--- config.mk ---
export PLATFORM = sky130hd
export DESIGN_NAME = shift_operand_pipe
export DESIGN_NICKNAME = d
export VERILOG_FILES = /design/src/rtl/shift_operand_pipe.sv
export SDC_FILE = /design/constraint.sdc
export NUM_CORES = 1
export LEC_CHECK = 0
export BUFFER_PORTS_ARGS = -buffer_cell sky130_fd_sc_hd__buf_2
export CAP_MARGIN = 20
export CELL_PAD_IN_SITES_DETAIL_PLACEMENT = 0
export CELL_PAD_IN_SITES_GLOBAL_PLACEMENT = 2
export CORE_UTILIZATION = 39
export CTS_BUF_LIST = sky130_fd_sc_hd__clkbuf_8
export DETAILED_ROUTE_END_ITERATION = 10
export PLACE_DENSITY_LB_ADDON = 0.25
export SETUP_SLACK_MARGIN = 0.05
export SLEW_MARGIN = 20
export SYNTH_ARGS = -nofsm -noshare
export SYNTH_HDL_FRONTEND = slang
export SYNTH_SLANG_ARGS = --single-unit
--- constraint.sdc ---
create_clock -name clk -period 4.1 [get_ports clk]
set_input_delay 1.025 -clock clk [delete_from_list [all_inputs] [get_ports clk]]
set_output_delay 1.025 -clock clk [all_outputs]
set_load 0.1 [all_outputs]
--- src/rtl/shift_operand_pipe.sv ---
// Two-stage shifter-operand (Val2) unit: S1 decodes the source and folds the
// architectural special cases, S2 runs a log2(WIDTH)-level barrel shifter.
module shift_operand_pipe #(
  parameter int WIDTH         = 32,
  parameter bit OFFSET_SIGNED = 1'b0
) (
  input  logic             clk,
  input  logic             rst,
  input  logic             flush,
  input  logic             in_valid,
  output logic             in_ready,
  input  logic             imm,
  input  logic             mem_R_en,
  input  logic             mem_W_en,
  input  logic [11:0]      shift_operand,
  input  logic [WIDTH-1:0] val_rm,
  input  logic [7:0]       val_rs,
  input  logic             carry_in,
  output logic             out_valid,
  input  logic             out_ready,
  output logic [WIDTH-1:0] val2,
  output logic             carry_out
);

  localparam int LOG = $clog2(WIDTH);

  // K_PASS means S1 already resolved the result; S2 just forwards data/carry.
  typedef enum logic [2:0] {K_PASS, K_LSL, K_LSR, K_ASR, K_ROR} kind_e;

  logic             w_s1_adv;
  logic             w_s2_adv;
  logic [7:0]       w_amt8;
  kind_e            w_kind;
  logic [LOG-1:0]   w_amt;
  logic [WIDTH-1:0] w_data;
  logic             w_c;
  logic             w_msb;

  logic             r_s1_valid;
  kind_e            r_s1_kind;
  logic [LOG-1:0]   r_s1_amt;
  logic [WIDTH-1:0] r_s1_data;
  logic             r_s1_c;

  logic             r_s2_valid;
  logic [WIDTH-1:0] r_val2;
  logic             r_carry;

  logic [WIDTH:0]   w_ext;
  logic [WIDTH-1:0] w_rot;
  logic [WIDTH-1:0] w_res;
  logic             w_cres;

  assign w_s2_adv = !r_s2_valid || out_ready;
  assign w_s1_adv = !r_s1_valid || w_s2_adv;
  assign in_ready = w_s1_adv;

  // Decode: every amount-0 / amount>=WIDTH encoding collapses to K_PASS so the
  // barrel only ever sees 0 < n < WIDTH (or any n for ROR).
  always_comb begin
    // NOTE: every output gets a default first so no path can infer a latch.
    w_kind = K_PASS;
    w_amt  = '0;
    w_data = val_rm;
    w_c    = carry_in;
    w_msb  = val_rm[WIDTH-1];
    w_amt8 = shift_operand[4] ? val_rs : {3'b000, shift_operand[11:7]};
    if (mem_R_en || mem_W_en) begin
      w_data = OFFSET_SIGNED ? {{(WIDTH-12){shift_operand[11]}}, shift_operand}
                             : {{(WIDTH-12){1'b0}}, shift_operand};
    end else if (imm) begin
      w_data = {{(WIDTH-8){1'b0}}, shift_operand[7:0]};
      if (shift_operand[11:8] != 4'd0) begin
        w_kind = K_ROR;
        w_amt  = LOG'(int'({shift_operand[11:8], 1'b0}) % WIDTH);
      end
    end else if (w_amt8 == 8'd0) begin
      if (!shift_operand[4]) begin
        case (shift_operand[6:5])
          2'b01: begin w_data = '0;             w_c = w_msb;     end
          2'b10: begin w_data = {WIDTH{w_msb}}; w_c = w_msb;     end
          2'b11: begin w_data = {carry_in, val_rm[WIDTH-1:1]}; w_c = val_rm[0]; end
          default: ;
        endcase
      end
    end else begin
      case (shift_operand[6:5])
        2'b00: begin
          if (int'(w_amt8) < WIDTH) begin
            w_kind = K_LSL;
            w_amt  = LOG'(w_amt8);
          end else begin
            w_data = '0;
            w_c    = (int'(w_amt8) == WIDTH) ? val_rm[0] : 1'b0;
          end
        end
        2'b01: begin
          if (int'(w_amt8) < WIDTH) begin
            w_kind = K_LSR;
            w_amt  = LOG'(w_amt8);
          end else begin
            w_data = '0;
            w_c    = (int'(w_amt8) == WIDTH) ? w_msb : 1'b0;
          end
        end
        2'b10: begin
          if (int'(w_amt8) < WIDTH) begin
            w_kind = K_ASR;
            w_amt  = LOG'(w_amt8);
          end else begin
            w_data = {WIDTH{w_msb}};
            w_c    = w_msb;
          end
        end
        default: begin
          w_kind = K_ROR;
          w_amt  = LOG'(int'(w_amt8) % WIDTH);
        end
      endcase
    end
  end

  // Barrel: one extra bit on the shifted-out side captures the carry.
  always_comb begin
    w_ext  = '0;
    w_rot  = r_s1_data;
    w_res  = r_s1_data;
    w_cres = r_s1_c;
    case (r_s1_kind)
      K_LSL:        w_ext = {1'b0, r_s1_data};
      K_LSR, K_ASR: w_ext = {r_s1_data, 1'b0};
      default: ;
    endcase
    for (int k = 0; k < LOG; k++) begin
      if (r_s1_amt[k]) begin
        case (r_s1_kind)
          K_LSL:   w_ext = w_ext << (2**k);
          K_LSR:   w_ext = w_ext >> (2**k);
          K_ASR:   w_ext = $signed(w_ext) >>> (2**k);
          K_ROR:   w_rot = (w_rot >> (2**k)) | (w_rot << (WIDTH - 2**k));
          default: ;
        endcase
      end
    end
    case (r_s1_kind)
      K_LSL:        begin w_res = w_ext[WIDTH-1:0]; w_cres = w_ext[WIDTH];   end
      K_LSR, K_ASR: begin w_res = w_ext[WIDTH:1];   w_cres = w_ext[0];       end
      K_ROR:        begin w_res = w_rot;            w_cres = w_rot[WIDTH-1]; end
      default: ;
    endcase
  end

  // NOTE: state uses non-blocking assignments so all flops update together.
  always_ff @(posedge clk) begin
    if (rst) begin
      r_s1_valid <= 1'b0;
      r_s2_valid <= 1'b0;
      r_val2     <= '0;
      r_carry    <= 1'b0;
    end else if (flush) begin
      r_s1_valid <= 1'b0;
      r_s2_valid <= 1'b0;
    end else begin
      if (w_s2_adv) begin
        r_s2_valid <= r_s1_valid;
        if (r_s1_valid) begin
          r_val2  <= w_res;
          r_carry <= w_cres;
        end
      end
      if (w_s1_adv) r_s1_valid <= in_valid;
    end
  end

  // NOTE: S1 payload is qualified by r_s1_valid, so it needs no reset.
  always_ff @(posedge clk) begin
    if (w_s1_adv && in_valid) begin
      r_s1_kind <= w_kind;
      r_s1_amt  <= w_amt;
      r_s1_data <= w_data;
      r_s1_c    <= w_c;
    end
  end

  assign out_valid = r_s2_valid;
  assign val2      = r_val2;
  assign carry_out = r_carry;

endmodule

==> impl_results.md <==
- Synth Register Bits: 76
- Post-synthesis instance total: 1,634
- CP Class: register to register
- Status: finished clean
- GRT overflow: 0
- Total GRT Usage: 0.4430
- Worst hold path type: register to register
- Critical-path maximum fanout: 46
- Area leader, netlist: edfxtp_1
- Slowest stage cell, crit path: nor4_1
- Filler cells: 3,154
- Max-Cap Viols: 0
- Mapped cell area: 0.01174 mm^2
- Crit. End Element: register
- Antenna violations before repair: 0
- CTS Root Cell: clkbuf_8
- Share of the synthesized area in the top cell type: 0.1048
- CP Cell Sequence: buf_12 -> buf_4 -> mux2i_1 -> nor2_1 -> nor3_1 -> a22oi_1 -> and2_1 -> nor4_1 -> o211ai_1 -> a211o_1
- Post-place setup slack: 0.1574 ns
- Met2 usage: 0.6440
- DRT iter0 DRCs: 2,333
- Vias in the first global route: 14,080
- Fin crit share: 0.9708
- Sequential cell area fraction in the yosys report: 0.1645
- Power per cell area: 207.6 mW/mm^2
- Post-route cell area: 0.01306 mm^2
- Via Count: 15,210
- Clk_skew: 0.02879 ns
- GR Util met1: 0.5767
- Fmax: 0.2512 GHz
- TritonCTS Buffers: 9
- Max-slew headroom: 0.3125
- CP top delay family: simple AND/OR/NAND/NOR gates
- # clock sinks: 76
- Port bufs: 95
- Final setup margin: 0.1196 ns
- Initial core utilization: 0.3962
- Nets: 1,739
- # hold bufs at CTS: 0
- Rows: 63
- Syn nets: 1,700
- Die Ht: 175.5 um
- Clock tree buffer depth: 2
- Synth Flop Type: edfxtp_1
- Dpl hpwl: 51.08 mm
- Most used routing layer: met2
- Async S/R FF share, synth: 0
- Mean post-synth cell area: 7.187 um^2
- Drt drc: 0
- Commonest non-fill, non-tap cell in the layout: nand2_1
- Startpoint Class: register
- Synth area leaders: edfxtp_1 10%, mux2i_1 9.4%, dfxtp_1 6.0%
- CP required: 4.40 ns
- Most frequent cells in the layout: 182 x nand2_1, 128 x a21oi_1, 127 x o21ai_0
- Max VDD drop: 0.0001783 V
- Die width: 175.5 um
- Routed WL: 69.03 mm
- Final TNS setup: 0 ns
- Yosys warning count: 0
- Drt wl/cell: 33.36 um
- Worst-Skew Late Latency: 0.40 ns
- RePlAce Congestion: 1.110
- Top Ports: 96
- CTS tree: yes
- Layout cells sized above 1: 0.1925
- Buf/Inv on CP: 2
- RSZ-0062 raised after global routing: false
- WHS: 0.4613 ns
- CORE AREA: 0.02964 mm^2
- Fin. Hold Viols: 0
- Count of flip-flops with a built-in enable after synthesis: 41
- Routing usage on met3: 0.09827
- Drt pass-1 iters: 7
- Worst EP arrival: 4.28 ns
- Slew Viols, Final: 0
- Vias/cell: 7.352
- CP max stage delay: 0.70 ns
- Setup Viol. Count Final: 0
- Core Util, Final: 0.4407
- CTS H-Tree Depth: 3
- Synth unique cells: 94
- Full die area: 0.03081 mm^2
- Antenna Nets Post-Route: 0
- Leak pwr: 4.670 nW
- First-pass GRT wire length: 99.42 mm
- Largest net degree at the start of global routing: 73
- Worst slew pin tran: 1.031 ns
- Clock-pin slew of the registers on the worst-case setup and hold paths: 0.10 ns
- Fin crit period: 3.980 ns
- Placed Area: 0.01288 mm^2
- Area Growth Syn to Fin: 11.22%
[layer usage]
metal	vias to the layer above	wire, um
li1	6410	-
met4	0	5878
met3	330	7750
met2	1263	28320
met5	-	0
met1	7208	27080
[path summary, 6_finish.rpt]
path	start	end	slack (ns)	cells past startpoint
worst max-delay path	r_s1_amt[0]$_SDFFCE_PP0P_	val2[24]$_SDFFE_PP0P_	0.12	10
worst min-delay path	val2[26]$_SDFFE_PP0P_	val2[26]$_SDFFE_PP0P_	0.46	2
worst max register to register	r_s1_amt[0]$_SDFFCE_PP0P_	val2[24]$_SDFFE_PP0P_	0.12	10
worst min register to register	val2[26]$_SDFFE_PP0P_	val2[26]$_SDFFE_PP0P_	0.46	2
[worst min-delay path: cells and delay by family, from the launching register on]
| family | cells | cell delay [ns] |
|---|---|---|
| flops | 1 | 0.32 |
| compound gates | 1 | 0.05 |
| simple gates | 1 | 0.05 |
[synth_stat cells, types with 12 or more instances]
master       n
dfxtp_1     35
a21oi_1    129
o221ai_1    22
a221oi_1    21
o21a_1      12
a22oi_1     22
and2_1      14
clkbuf_1   119
mux2i_1    110
nand2b_1    17
nor4_1      13
buf_2       46
o21ai_0    127
a32oi_1     14
nand3_1     47
o211ai_1    50
a211oi_1    36
buf_4       13
edfxtp_1    41
nor3_1      51
o2bb2ai_1   14
a31oi_1     33
mux2_2      38
o22ai_1     61
or3_1       13
nor2_1     115
nand2_1    182
[layout make-up]
class	instances	area (um^2)	share of cell area
Antenna cell	1	2.502	0.0001916
Inverter	13	48.80	0.003736
Multi-Input combinational cell	1350	8899	0.6813
Clock inverter	7	43.79	0.003353
Timing Repair Buffer	223	1524	0.1167
Tap cell	390	488.0	0.03736
Sequential cell	76	1932	0.1479
Clock buffer	9	123.9	0.009484
[report_power, final]
| part | internal (W) | switching (W) | total (W) | leakage, nW |
|---|---|---|---|---|
| logic | 0.000382 | 0.000819 | 0.00120 | 3.87 |
| clock network | 0.000219 | 0.000356 | 0.000574 | 0.0925 |
| registers | 0.000836 | 0.0000988 | 0.000935 | 0.709 |
| total | 0.00144 | 0.00127 | 0.00271 | 4.67 |
[registers in the layout (all words and copies together) (netlist names)]
signal and cells:
r_s1_c 1, out_valid 1, r_s1_amt 5, r_s1_kind 3, val2 32, r_s1_valid 1
carry_out 1, r_s1_data 32
[timing repair]
item / CTS / global route
setup endpoints to repair: 0 / 3
resized for setup: 0 / 0
setup buffers: 0 / 2
[stage by stage]
stage	cells	total power (W)
2_1_floorplan	1634	0.001616
3_3_place_gp	2050	0.002094
3_5_place_dp	2050	0.002084
4_1_cts	2066	0.002643
5_1_grt	2068	0.002773
6_report	2069	0.002711
[cell families (layout without fill, tap and decap cells)]
kind of cell / after synthesis / count (layout) / share of synthesized area
buf+inv: 208 / 252 / 0.08129
other cells: 0 / 1 / 0
mux: 158 / 158 / 0.1475
xor+xnor: 3 / 3 / 0.002238
flops: 76 / 76 / 0.1645
simple gates: 520 / 520 / 0.2161
fa+ha+maj: 5 / 5 / 0.005327
compound gates: 664 / 664 / 0.3831
Power figures use the tool's default switching activity.
